$ cat src/rtl/sdm_codec_array_if.sv
// Sample-path bundle for sdm_codec_array: PCM/bitstream strobes and data in both directions.
// master = audio/pin side driving the codec, slave = the codec itself.
interface sdm_codec_array_if #(
    parameter int CHANNELS = 2,
    parameter int DATA_W   = 16
);
    logic [CHANNELS-1:0]        valid_in_dac;
    logic [CHANNELS*DATA_W-1:0] audio_in;
    logic [CHANNELS-1:0]        valid_out_dac;
    logic [CHANNELS-1:0]        sdm_out;
    logic [CHANNELS-1:0]        valid_in_adc;
    logic [CHANNELS-1:0]        sdm_in;
    logic [CHANNELS-1:0]        valid_out_adc;
    logic [CHANNELS*DATA_W-1:0] audio_out;

    modport master (
        output valid_in_dac, audio_in, valid_in_adc, sdm_in,
        input  valid_out_dac, sdm_out, valid_out_adc, audio_out
    );

    modport slave (
        input  valid_in_dac, audio_in, valid_in_adc, sdm_in,
        output valid_out_dac, sdm_out, valid_out_adc, audio_out
    );
endinterface

$ cat src/rtl/sdm_codec_array.sv
// Multi-channel first-order sigma-delta modulators plus boxcar decimating demodulators.
// Optional SDM_LOOPBACK_EN adds a loopback input routing each modulator into its demodulator.
module sdm_codec_array #(
    parameter int CHANNELS = 2,
    parameter int DATA_W   = 16,
    parameter int DECIM    = 64
) (
    input  logic clk,
    input  logic rst,
    sdm_codec_array_if.slave bus
`ifdef SDM_LOOPBACK_EN
    ,
    input  logic loopback
`endif
);
    localparam int LOG2_D = $clog2(DECIM);

    localparam logic signed [DATA_W+1:0] FB_POS = {3'b001, {(DATA_W-1){1'b0}}};
    localparam logic signed [DATA_W+1:0] FB_NEG = {3'b111, {(DATA_W-1){1'b0}}};
    localparam logic [DATA_W-1:0]        PCM_MAX  = {1'b0, {(DATA_W-1){1'b1}}};
    localparam logic [DATA_W-1:0]        MSB_MASK = {1'b1, {(DATA_W-1){1'b0}}};
    localparam logic [LOG2_D-1:0]        CNT_LAST = LOG2_D'(DECIM - 1);

    generate
        if (DECIM < 2 || (DECIM & (DECIM - 1)) != 0 || DECIM > 2 ** (DATA_W - 1)) begin : g_bad_decim
            $error("sdm_codec_array: DECIM must be a power of two in [2, 2**(DATA_W-1)]");
        end
    endgenerate

    genvar gi;
    generate
        for (gi = 0; gi < CHANNELS; gi++) begin : g_ch
            logic signed [DATA_W+1:0] acc_q, acc_d;
            logic signed [DATA_W+1:0] x_ext;
            logic                     b_q, b_d;
            logic                     vdac_q;

            always_comb begin
                x_ext = {{2{bus.audio_in[gi*DATA_W + DATA_W - 1]}}, bus.audio_in[gi*DATA_W +: DATA_W]};
                acc_d = acc_q;
                b_d   = b_q;
                if (bus.valid_in_dac[gi]) begin
                    acc_d = acc_q + x_ext - (b_q ? FB_POS : FB_NEG);
                    b_d   = ~acc_d[DATA_W+1];
                end
            end

            always_ff @(posedge clk) begin
                if (rst) begin
                    acc_q  <= '0;
                    b_q    <= 1'b0;
                    vdac_q <= 1'b0;
                end else begin
                    acc_q  <= acc_d;
                    b_q    <= b_d;
                    vdac_q <= bus.valid_in_dac[gi];
                end
            end

            assign bus.sdm_out[gi]       = b_q;
            assign bus.valid_out_dac[gi] = vdac_q;

            logic              bit_in, stb_in;
            logic [LOG2_D:0]   ones_q, ones_d, ones_fin;
            logic [LOG2_D-1:0] cnt_q, cnt_d;
            logic [DATA_W-1:0] aout_q, aout_d;
            logic [DATA_W-1:0] shifted;
            logic              last;

`ifdef SDM_LOOPBACK_EN
            assign bit_in = loopback ? b_q    : bus.sdm_in[gi];
            assign stb_in = loopback ? vdac_q : bus.valid_in_adc[gi];
`else
            assign bit_in = bus.sdm_in[gi];
            assign stb_in = bus.valid_in_adc[gi];
`endif

            // Offset-binary to two's complement is an MSB flip; a full window (MSB of ones set) saturates.
            always_comb begin
                ones_fin = ones_q + {{LOG2_D{1'b0}}, bit_in};
                shifted  = {ones_fin[LOG2_D-1:0], {(DATA_W-LOG2_D){1'b0}}};
                last     = stb_in && (cnt_q == CNT_LAST);
                ones_d   = ones_q;
                cnt_d    = cnt_q;
                aout_d   = aout_q;
                if (stb_in) begin
                    if (last) begin
                        ones_d = '0;
                        cnt_d  = '0;
                        aout_d = ones_fin[LOG2_D] ? PCM_MAX : (shifted ^ MSB_MASK);
                    end else begin
                        ones_d = ones_fin;
                        cnt_d  = cnt_q + LOG2_D'(1);
                    end
                end
            end

            logic vadc_q;

            always_ff @(posedge clk) begin
                if (rst) begin
                    ones_q <= '0;
                    cnt_q  <= '0;
                    aout_q <= '0;
                    vadc_q <= 1'b0;
                end else begin
                    ones_q <= ones_d;
                    cnt_q  <= cnt_d;
                    aout_q <= aout_d;
                    vadc_q <= last;
                end
            end

            assign bus.valid_out_adc[gi]                = vadc_q;
            assign bus.audio_out[gi*DATA_W +: DATA_W]   = aout_q;
        end
    endgenerate
endmodule

$ cat src/flat_wrapper.sv
// flat-port wrapper written by rule: the top's interface ports become plain ports
module sdm_codec_array_flat 
#(
    parameter int CHANNELS = 2,
    parameter int DATA_W   = 16,
    parameter int DECIM    = 64
)
  (clk, rst, bus_valid_in_dac, bus_audio_in, bus_valid_in_adc, bus_sdm_in, bus_valid_out_dac, bus_sdm_out, bus_valid_out_adc, bus_audio_out);
  sdm_codec_array_if #(.CHANNELS(CHANNELS), .DATA_W(DATA_W)) bus_i ();
  input  logic clk;
  input  logic rst;
  input wire logic [$bits(bus_i.valid_in_dac)-1:0] bus_valid_in_dac;
  input wire logic [$bits(bus_i.audio_in)-1:0] bus_audio_in;
  input wire logic [$bits(bus_i.valid_in_adc)-1:0] bus_valid_in_adc;
  input wire logic [$bits(bus_i.sdm_in)-1:0] bus_sdm_in;
  output wire logic [$bits(bus_i.valid_out_dac)-1:0] bus_valid_out_dac;
  output wire logic [$bits(bus_i.sdm_out)-1:0] bus_sdm_out;
  output wire logic [$bits(bus_i.valid_out_adc)-1:0] bus_valid_out_adc;
  output wire logic [$bits(bus_i.audio_out)-1:0] bus_audio_out;
  assign bus_i.valid_in_dac = bus_valid_in_dac;
  assign bus_i.audio_in = bus_audio_in;
  assign bus_i.valid_in_adc = bus_valid_in_adc;
  assign bus_i.sdm_in = bus_sdm_in;
  assign bus_valid_out_dac = bus_i.valid_out_dac;
  assign bus_sdm_out = bus_i.sdm_out;
  assign bus_valid_out_adc = bus_i.valid_out_adc;
  assign bus_audio_out = bus_i.audio_out;
  sdm_codec_array #(.CHANNELS(CHANNELS), .DATA_W(DATA_W), .DECIM(DECIM)) u_core (.clk(clk), .rst(rst), .bus(bus_i));
endmodule
$ cat config.mk
export PLATFORM = sky130hd
export DESIGN_NAME = sdm_codec_array_flat
export DESIGN_NICKNAME = d
export VERILOG_FILES = /design/src/rtl/sdm_codec_array_if.sv /design/src/rtl/sdm_codec_array.sv /design/src/flat_wrapper.sv
export SDC_FILE = /design/constraint.sdc
export NUM_CORES = 1
export LEC_CHECK = 0
export ABC_AREA = 1
export CAP_MARGIN = 30
export CORE_ASPECT_RATIO = 0.9
export CORE_MARGIN = 2
export CORE_UTILIZATION = 45
export CTS_BUF_LIST = sky130_fd_sc_hd__clkbuf_4 sky130_fd_sc_hd__clkbuf_8
export CTS_CLUSTER_DIAMETER = 30
export CTS_CLUSTER_SIZE = 10
export DETAILED_ROUTE_END_ITERATION = 8
export PLACE_DENSITY = 0.64
export SYNTH_ARGS = -nofsm -noshare
export SYNTH_HDL_FRONTEND = slang
export SYNTH_SLANG_ARGS = --single-unit
$ cat constraint.sdc
create_clock -name clk -period 3.45 [get_ports clk]
set_input_delay 0.345 -clock clk [delete_from_list [all_inputs] [get_ports clk]]
set_output_delay 0.345 -clock clk [all_outputs]
set_load 0.02 [all_outputs]
; ---- After elaboration in Yosys (flattened, before gate mapping)
; Cells that the tools add are included.
[word_totals]
reg_bits = 100
latch_bits = 0
mem_bits_rw = 0
mem_bits_ro = 0
inputBits = 40
out_inout_bits = 38
wordCells = 40
mem_count = 0
[op_classes]
n_addsub = 8
multipliers = 0
div_mod_pow = 0
magnitude_cmp = 0
n_eq_ne = 2
shifts = 0
muxes = 8
bitwise_logic = 4
n_reduce_logical = 4
[ops]
columns = cell, n
row1 = $add A18 B16 Y18, 2
row2 = $mux W18, 2
row3 = $sub A18 B18 Y18, 2
row4 = $mux W16, 2
row5 = $add A7 B1 Y7, 2
row6 = $mux W7, 2
row7 = $add A6 B1 Y6 const B, 2
row8 = $eq A6 B6 Y1 const B, 2
row9 = $mux W6, 2
row10 = $not A1 Y1, 4
row11 = $reduce_and A2 Y1, 2
row12 = $logic_and A1 B1 Y1, 2

; ---- Depth between registers and ports, before layout
; Gate-level depths: netlist of the first run.
[depth]
word_depth = 3
depth_mapped = 15
mapped_depth_nobuf = 15

; ---- Least setup slack after synthesis of the first run
; No wires, ideal clock.
[synth_timing]
path_kind = input to register
startpoint = in bus_audio_in[15]
endpoint = reg u_core.g_ch[0].acc_q[17]
arrival_time_ps = 1927
slack_ps = 1453
cell_stages = 13
n_path_buf = 0
cell_sequence = inv_1 -> fa_1 -> inv_1 -> ha_1 -> nand2_1 -> inv_1 -> nand2_1 -> nand2_1 -> a21oi_1 -> nand2_1 -> nand2_1 -> nand3_1 -> a21oi_1
[synth_via]
elab_chain_len = 2
[synth_rtl]
columns = item, line
row1 = from (decl), flat_wrapper.sv:13  ; input wire logic [$bits(bus_i.audio_in)-1:0] bus_audio_in;
row2 = $add A18 B16 Y18, sdm_codec_array.sv:43  ; acc_d = acc_q + x_ext - (b_q ? FB_POS : FB_NEG);
row3 = $sub A18 B18 Y18, sdm_codec_array.sv:43
row4 = to (signal assigned), sdm_codec_array.sv:50  ; acc_q <= '0;
row5 = to (signal assigned), sdm_codec_array.sv:54  ; acc_q <= acc_d;
row6 = to (decl), sdm_codec_array.sv:33  ; logic signed [DATA_W+1:0] acc_q, acc_d;
; Every way passes these cells.
; A chain may end at the register's enable or synchronous reset.

; ---- Worst setup path in the final report of the first run
[layout_timing]
startpoint = in bus_audio_in[31]
endpoint = reg u_core.g_ch[1].acc_q[17]
[layout_via]
elab_chain_len = 2
[layout_rtl]
columns = item, line
row1 = $add A18 B16 Y18, sdm_codec_array.sv:43
row2 = $sub A18 B18 Y18, sdm_codec_array.sv:43
row3 = to (signal assigned), sdm_codec_array.sv:50
row4 = to (signal assigned), sdm_codec_array.sv:54
row5 = to (decl), sdm_codec_array.sv:33
; Every way passes these cells.

==> results of run 1 <==
[layout by cell type (no fill, tap or decap), drive strengths merged, types with 11 or more instances in the layout]
cell type,count
clkdlybuf4s50,76
o21ai,43
a21oi,84
nand3,52
inv,213
nor2,74
xnor2,13
ha,72
dfxtp,82
nand2,144
xor2,19
clkbuf,11
[routing by layer]
metal | GRT usage | part of all wire | wire, µm | vias up
li1 | - | - | - | 2861
met4 | 0.05055 | 0.014 | 165 | 0
met5 | 0 | 0 | 0 | -
met2 | 0.2831 | 0.44 | 5289 | 65
met1 | 0.2242 | 0.51 | 6112 | 2224
met3 | 0.04393 | 0.036 | 426 | 15
[area by class of cell]
cell class              instances  area [µm²]  area share
multi-input cells             548        3337      0.4798
flip-flops and latches         82        1642      0.2360
inverters                     215       807.0      0.1160
repair buffers                 79       780.7      0.1123
well taps                     168       210.2     0.03022
clock buffers                  11       151.4     0.02177
clock inverters                 4       27.53    0.003958
[critical path: cells and delay by family]
family,cells,cell delay (ps)
buf+inv,3,640
compound gates,3,400
fa+ha+maj,2,880
simple gates,3,300
[where the power goes]
part | switching, µW | internal (µW)
clock network | 375 | 296
registers | 42.4 | 1050
logic | 1020 | 671
[per-stage QoR]
step	std cells	total power, µW
CTS	1107	3489
global route	1107	3821
floorplan	886	2451
finish	1107	3450
global placement	1092	2787
detailed placement	1092	2795
[worst max path at each step]
stage / endpoint / cells past startpoint
finish: u_core.g_ch[1].acc_q[17] / 11
global placement: u_core.g_ch[1].acc_q[17] / 11
floorplan: u_core.g_ch[0].acc_q[17] / 13
CTS: u_core.g_ch[1].acc_q[17] / 11
detailed placement: u_core.g_ch[1].acc_q[17] / 11
global route: u_core.g_ch[0].acc_q[17] / 14
[cells by family (layout without fill, tap and decap cells)]
logic type | Yosys count | in the layout
compound gates | 157 | 157
simple gates | 285 | 285
buf+inv | 256 | 309
xor+xnor | 32 | 32
flops | 82 | 82
fa+ha+maj | 74 | 74
[sequential cells by signal, indices dropped and copies added, names as in the netlist]
signal,flops
u_core.g_ch.b_q,2
u_core.g_ch.cnt_q,12
u_core.g_ch.aout_q,14
u_core.g_ch.vdac_q,2
u_core.g_ch.vadc_q,2
u_core.g_ch.ones_q,14
u_core.g_ch.acc_q,36
==> flow_metrics.tcl, run 1 <==
set metrics [dict create \
    status "completed" \
    grt_setup_unrepaired "false" \
    fin_skew_ps 10.06 \
    htreeDepth 3 \
    diodes 0 \
    hold_ws_ps 477.2 \
    synth_flop_cell "dfxtp_1" \
    cts_tree "yes" \
    ant_nets 0 \
    synth_edf_count 0 \
    grt_pass1_wl_mm 20.67 \
    grt_pass1_vias 4670 \
    synth_adder_area_share 0.1551 \
    p_per_area_nw_per_um2 496.0 \
    post_cts_buffers 0 \
    fin_crit_ps 2324 \
    cp_slowest_cell "fa_1" \
    syn_to_final_growth_pct 14.67 \
    die_h_um 114.1 \
    drv_slew 0 \
    post-route-period-util 0.6736 \
    clkLatencyLatePin_ps 370 \
    clock_path_buffers 2 \
    drv_cap 0 \
    arrival_ps 2550 \
    synthMostInstantiatedCell "inv_1" \
    endpoint_kind "flip-flop" \
    min_path_type "flip-flop to flip-flop" \
    cts-root-buf "clkbuf_8" \
    fin_setup_tns_ps 0 \
    ys_ff_latch 82 \
    dieArea_um2 14430 \
    slew_headroom 0.3639 \
    cts-resized-gates 0 \
    synth-compound-area-share 0.1450 \
    hold_path_end "u_core.g_ch[1].ones_q[0]" \
    postLayoutSetupSlackWorst_ps 1126 \
    cts.sinks 82 \
    synthMuxAreaShare 0 \
    syn_area_um2 6066 \
    synth-xor-area-share 0.04744 \
    dr.pass1.iters 4 \
    core_area_um2 13260 \
    path_max_fanout 5 \
    crit_required_ps 3680 \
    crit_start "bus_audio_in[31]" \
    antenna_found_initial 0 \
    grt_max_degree 51 \
    critPathKind "input port to flip-flop" \
    async_reset_ff_frac 0 \
    utilization 0.5244 \
    fmax_mhz 430.3 \
    avgSynthCellArea_um2 6.846 \
    vias 5165 \
    start_kind "input port" \
    rr_endpoint "u_core.g_ch[0].acc_q[17]" \
    drc 0 \
    fill_cells 1355 \
    ctsHoldBuffers 0 \
    pre_cts_ws_ps 759.9 \
    crit_chain "clkdlybuf4s50_1 > inv_1 > fa_1 > inv_1 > ha_1 > a21oi_1 > nand2_1 > a21oi_1 > nand3_1 > nand3_1 > a21oi_1" \
    syn-instance-count 886 \
    worstMarginPinSlew_ps 953.2 \
    dieWidth_um 126.4 \
    ys_warn_count 0 \
    grt_usage 0.1723 \
    synth_cell_type_count 44 \
    cts_buffers 9 \
    worstHoldStart "u_core.g_ch[1].ones_q[0]" \
    start_util 0.4574 \
    p_leak_uw 0.003644 \
    port_buffers 77 \
    clk_pin_slew_ps 80 \
    max-vdd-ir-drop_uv 211.4 \
    worstRegToRegCells 12 \
    nets 1049 \
    synth_commonest_cells "inv_1 (212), nand2_1 (141), a21oi_1 (82), dfxtp_1 (82), ha_1 (72)" \
    ys_seq_area_frac 0.2706 \
    ios 78 \
    ff2ff_setup_slack_ps 1240 \
    setup_viol 0 \
    r2r-start "u_core.g_ch[0].b_q" \
    hold_path_depth 2 \
    syn_nets 1000 \
    hold_viol 0 \
    synth_top_family_by_area "simple AND/OR/NAND/NOR gates" \
    grt_remaining_overflow 0 \
    finalInstanceArea_um2 6955 \
    cpPeakStageDelay_ps 530 \
    finalWirelength_mm 11.99 \
    vias_per_cell 4.666 \
    postPlaceCellArea_um2 6777 \
    rows 40 \
    dp_hpwl_mm 8.878 \
    yosysTopAreaCell "dfxtp_1" \
    wl_per_cell_um 10.83 \
    gp_congestion 0.8787 \
    ys_top_cells_by_area "dfxtp_1 (27%), ha_1 (15%), inv_1 (13%)" \
    first_iter_violations 248 \
    synth_top_cell_area_share 0.2706 \
    drive_gt1_frac 0.03514 \
    yosys.area_share.simple 0.2026 \
    critPathMostFrequentCell "a21oi_1" \
]
Power figures use the tool's default switching activity.
==> inputs of run 2 (changes only) <==
==> constraint.sdc (replaced) <==
create_clock -name clk -period 2.16 [get_ports clk]
set_input_delay 0.216 -clock clk [delete_from_list [all_inputs] [get_ports clk]]
set_output_delay 0.216 -clock clk [all_outputs]
set_load 0.02 [all_outputs]
==> run 2 against run 1 <==
Effect of this change: via count is 5.1% higher; count of clock-buffer cells in the layout stayed put; first-iteration DRC count is 9.3% lower; sequential power is 59% higher; total power is 84% higher; die area stayed put; critical endpoint is now u_core.g_ch[0].acc_q[17]; global-route usage is 1.1 points higher; flip-flop and latch count stayed put; register-to-register slack worse by 1100 ps; combinational power is 110% higher; critical path type unchanged.
==> flow_metrics.tcl, run 2 (same netlist as run 1, synthesis figures left out) <==
set metrics [dict create \
    dieWidth_um 126.4 \
    crit_chain "clkdlybuf4s50_1 > inv_1 > fa_1 > inv_1 > ha_1 > nand2_1 > inv_1 > nand2_1 > nand2_1 > a21oi_2 > nand3_1 > nand3_1 > a21oi_1" \
    largest-register "u_core.g_ch.acc_q" \
    fin_crit_ps 2060 \
    postPlaceCellArea_um2 7272 \
    hold_viol 0 \
    finalWirelength_mm 12.77 \
    clock_path_buffers 2 \
    setup_viol 0 \
    die_h_um 114.1 \
    path_buf_inv 4 \
    antenna_found_initial 0 \
    start_util 0.4574 \
    path_max_fanout 3 \
    worstMarginPinSlew_ps 636.7 \
    dieArea_um2 14430 \
    drive_gt1_frac 0.1440 \
    drc 0 \
    syn_to_final_growth_pct 27.02 \
    crit_required_ps 2390 \
    ant_nets 0 \
    diodes 0 \
    endpoint_kind "flip-flop" \
    fin_setup_tns_ps 0 \
    min_path_type "input port to flip-flop" \
    drv_cap 0 \
    place_inst 1158 \
    port_buffers 77 \
    htreeDepth 3 \
    p_per_area_nw_per_um2 823.4 \
    gp_congestion 0.9086 \
    start_kind "input port" \
    fmax_mhz 485.3 \
    cpPeakStageDelay_ps 520 \
    drv_slew 0 \
    largest_reg_flops 36 \
    cts-root-buf "clkbuf_8" \
    grt_pass1_vias 5058 \
    cts_buffers 9 \
    cts_tree "yes" \
    vias_per_cell 4.621 \
    crit_family "adder cells" \
    grt_remaining_overflow 0 \
    final_common_cell "inv_1" \
    post-route-period-util 0.9539 \
    clk_pin_slew_ps 80 \
    reg_top3 "u_core.g_ch.acc_q x36, u_core.g_ch.aout_q x14, u_core.g_ch.ones_q x14" \
    ios 78 \
    most-common-layout-cells "inv_1 (211), nand2_1 (135), dfxtp_1 (81), clkdlybuf4s50_1 (76), a21oi_1 (73)" \
    finalInstanceArea_um2 7705 \
    arrival_ps 2290 \
    wl_per_cell_um 10.87 \
    slew_headroom 0.5756 \
    clkLatencyLatePin_ps 370 \
    grt_usage 0.1837 \
    cp_slowest_cell "fa_1" \
    fin_skew_ps 7.642 \
    rows 40 \
    core_area_um2 13260 \
    status "completed" \
    first_iter_violations 225 \
    cts.sinks 82 \
    grt_max_degree 51 \
    postLayoutSetupSlackWorst_ps 99.60 \
    max-vdd-ir-drop_uv 457.1 \
    dr.pass1.iters 4 \
    critPathKind "input port to flip-flop" \
    vias 5430 \
    nets 1116 \
    dp_hpwl_mm 9.533 \
    grt_setup_unrepaired "true" \
    grt_pass1_wl_mm 21.99 \
    pre_cts_ws_ps -330.7 \
    p_leak_uw 0.003992 \
    layout.cells.non_filler 1175 \
]
==> run 2: layout make-up <==
| class | instances | area (µm²) |
|---|---|---|
| clock buffer | 11 | 138.9 |
| clock inverter | 5 | 31.28 |
| fill | 1313 | 5558 |
| inverter | 215 | 807.0 |
| multi-input combinational | 548 | 3591 |
| sequential | 82 | 1643 |
| tap | 168 | 210.2 |
| timing repair buffer | 146 | 1284 |
==> run 2: power by group <==
group / total [µW] / switching, µW / internal [µW]
clock network: 1020 / 582 / 440
logic: 3590 / 1900 / 1700
registers: 1730 / 57.0 / 1670
total: 6340 / 2540 / 3810
==> run 2: worst reg2reg max path, stage by stage (launching register included) <==
cell and delay (ps):
dfxtp_2 340, inv_1 50, fa_1 490, inv_1 40
ha_1 310, nand2_1 110, inv_1 40, nand2_1 60
nand2_1 60, a21oi_2 130, nand3_1 110, nand3_1 100
a21oi_1 60
==> run 2: path summary, 6_finish.rpt <==
kind	start	endpoint	slack, ps	cells past startpoint
worst max register to register	u_core.g_ch[0].b_q	u_core.g_ch[0].acc_q[17]	130	12
worst min-delay path	rst	u_core.g_ch[0].aout_q[13]	300	4
worst min register to register	u_core.g_ch[1].ones_q[0]	u_core.g_ch[1].ones_q[0]	480	2
worst max-delay path	bus_audio_in[15]	u_core.g_ch[0].acc_q[17]	100	13
==> run 2: layer usage <==
| layer | part of all wire | track usage |
|---|---|---|
| met1 | 0.51 | 0.2365 |
| met2 | 0.46 | 0.3144 |
| met3 | 0.031 | 0.04346 |
| met4 | 0.0080 | 0.03956 |
| met5 | 0 | 0 |
==> run 2: what timing repair did <==
item | 4_1_cts | 5_1_grt
gates resized for setup | 0 | 47
buffers inserted | 0 | 1
hold buffers | 0 | 0
endpoints found under the setup margin | 0 | 19
==> run 2: through the flow <==
| step | util | power [µW] | hold slack (ps) |
|---|---|---|---|
| finish | 0.5809 | 6344 | 299.0 |
| global route | 0.5809 | 6994 | 343.0 |
| CTS | 0.5611 | 6072 | 276.7 |
| detailed placement | 0.5483 | 4999 | 465.0 |
| global placement | 0.5483 | 4968 | 463.3 |
| floorplan | - | 3915 | 379.5 |
==> RTL change (settings of run 1) <==
`CHANNELS` is set to 2 in 3 places; all go to 4.
--- a/src/rtl/sdm_codec_array_if.sv
+++ b/src/rtl/sdm_codec_array_if.sv
@@ -1,7 +1,7 @@
 // Sample-path bundle for sdm_codec_array: PCM/bitstream strobes and data in both directions.
 // master = audio/pin side driving the codec, slave = the codec itself.
 interface sdm_codec_array_if #(
-    parameter int CHANNELS = 2,
+    parameter int CHANNELS = 4,
     parameter int DATA_W   = 16
 );
     logic [CHANNELS-1:0]        valid_in_dac;
--- a/src/rtl/sdm_codec_array.sv
+++ b/src/rtl/sdm_codec_array.sv
@@ -1,7 +1,7 @@
 // Multi-channel first-order sigma-delta modulators plus boxcar decimating demodulators.
 // Optional SDM_LOOPBACK_EN adds a loopback input routing each modulator into its demodulator.
 module sdm_codec_array #(
-    parameter int CHANNELS = 2,
+    parameter int CHANNELS = 4,
     parameter int DATA_W   = 16,
     parameter int DECIM    = 64
 ) (
--- a/src/flat_wrapper.sv
+++ b/src/flat_wrapper.sv
@@ -1,7 +1,7 @@
 // flat-port wrapper written by rule: the top's interface ports become plain ports
 module sdm_codec_array_flat 
 #(
-    parameter int CHANNELS = 2,
+    parameter int CHANNELS = 4,
     parameter int DATA_W   = 16,
     parameter int DECIM    = 64
 )
Interface: changed (8 resized); port bits go from 78 to 154. The function was not compared with the original's and may differ.
==> RTL change against run 1 <==
  * Synthesized area is 96% higher
  * Final area grew 99%
  * Via count grew 100%
  * Total power increased by 100%
  * Setup slack better by 0.034 ns
  * Routed wire length up 110%
  * Sequential cell count grew 82
  * Die area grew 92%
  * Register-to-register slack lost 0.07 ns
  * Critical path depth grew 2
  * Largest power group unchanged
==> RTL change: results (changes against run 1) <==
YOSYS
------------------------------------------------------------------------------
Most used standard cells in the synthesized netlist ............. 414 x inv_1, 281 x nand2_1, 177 x a21oi_1, 164 x dfxtp_1, 144 x ha_1
Synth top area cells ............................................ dfxtp_1 28%, ha_1 15%, inv_1 13%, nand2_1 8.9%, a21oi_1 7.5%
Post-synthesis compound-gate area fraction ......................        15.4%   +0.90 points
Number of nets in the synthesized netlist .......................         1973   +97%
Post-synthesis adder-cell area fraction .........................        15.8%   +0.33 points
Post-synthesis sequential area ratio ............................        27.6%   +0.57 points

PWR
------------------------------------------------------------------------------
Proportion of total power due to net switching ..................        43.3%   +1.7 points
Sequential-cell power consumption ...............................      2.18 mW   +100%
Reported leakage power ..........................................      7.22 nW   +98%
VDD IR max ......................................................       208 uV   -1.5%
Power Clock .....................................................      1.50 mW   +120%

CELLS AND AREA
------------------------------------------------------------------------------
Number of standard cells in the final layout excluding fillers ..         2205   +99%
Count of filler cells inserted in the layout ....................         2623   +94%
Layout cell share with drive strength beyond 1 ..................        2.85%   -0.66 points
Final Net Count .................................................         2070   +97%

MIN PATH
------------------------------------------------------------------------------
Hold-critical path endpoint ..................................... u_core.g_ch[0].vdac_q$_SDFF_PP0_
Worst hold-check path type ...................................... input pin to flip-flop
Worst Hold Launch ...............................................          rst

TIMING
------------------------------------------------------------------------------
Slew margin rel. ................................................        49.4%   +13 points
Smallest hold slack .............................................     0.393 ns   -0.0841 ns
Worst Skew ......................................................    0.0271 ns   +0.0171 ns

GLOBAL ROUTING
------------------------------------------------------------------------------
Global-route track usage on met2 ................................        32.6%   +4.3 points
Via count of the first global-routing pass ......................         9651   +110%
Met3 usage ......................................................        3.79%   -0.60 points
Maximum number of pins on one net before global-route repair ....           62   +22%

CRITICAL PATH
------------------------------------------------------------------------------
Biggest cell delay along the critical path ......................      0.46 ns   -0.07 ns
Worst-path fanout max ...........................................            4   -1
Register-to-register setup slack ................................      1.17 ns   -0.07 ns
Worst reg2reg endpoint .......................................... u_core.g_ch[0].acc_q[14]$_SDFFE_PP0P_
Critical Path AT ................................................      2.66 ns   +0.11 ns
Standard cell with the maximum stage delay on the critical path . clkdlybuf4s50_1
Cell class contributing the biggest share of worst-path delay ... compound AO/OA/AOI/OAI gates

PLACEMENT
------------------------------------------------------------------------------
Final HPWL from detailed placement ..............................     19300 um   +120%
Gp weighted congestion ..........................................        0.842   -4.2%
Count of buffers from port buffering ............................          153   +99%

ROUTE
------------------------------------------------------------------------------
Vias per cell ...................................................         4.74   +1.7%
Metal2 WL .......................................................     11600 um   +120%
Initial DRC Count ...............................................          453   +83%
Number of iterations in the first detailed-routing pass .........            5   +1
Met3 wirelength from detailed routing ...........................      1110 um   +160%

CLOCK NETWORK
------------------------------------------------------------------------------
Clock latency reported for the late side of the worst-skew pair .      0.48 ns   +0.11 ns
CTS clock-pin slew for the worst setup and hold paths ...........      0.11 ns   +0.03 ns

STATUS
------------------------------------------------------------------------------
Result of the run ............................................... finished, final reports clean

RTL change: area by class of cell:
type                    count  area (sq um)  share of cell area [%]
repair buffers            158          1580                    11.4
clock inverters            15           196                    1.42
multi-input cells        1084          6540                    47.3
inverters                 419          1580                    11.4
clock buffers              17           234                    1.69
well taps                 348           435                    3.14
flip-flops and latches    164          3280                    23.7
RTL change: per-stage QoR:
| stage | power, mW | setup WS [ns] | util [%] | instance area [sq um] |
|---|---|---|---|---|
| 2_1_floorplan | 4.84 | 1.42 | - | 11900 |
| 3_3_place_gp | 5.52 | 0.741 | 51.5 | 13400 |
| 3_5_place_dp | 5.57 | 0.694 | 51.6 | 13400 |
| 4_1_cts | 7.12 | 1.17 | 53.3 | 13800 |
| 5_1_grt | 7.74 | 0.956 | 53.3 | 13800 |
| 6_report | 7.04 | 1.16 | 53.3 | 13800 |
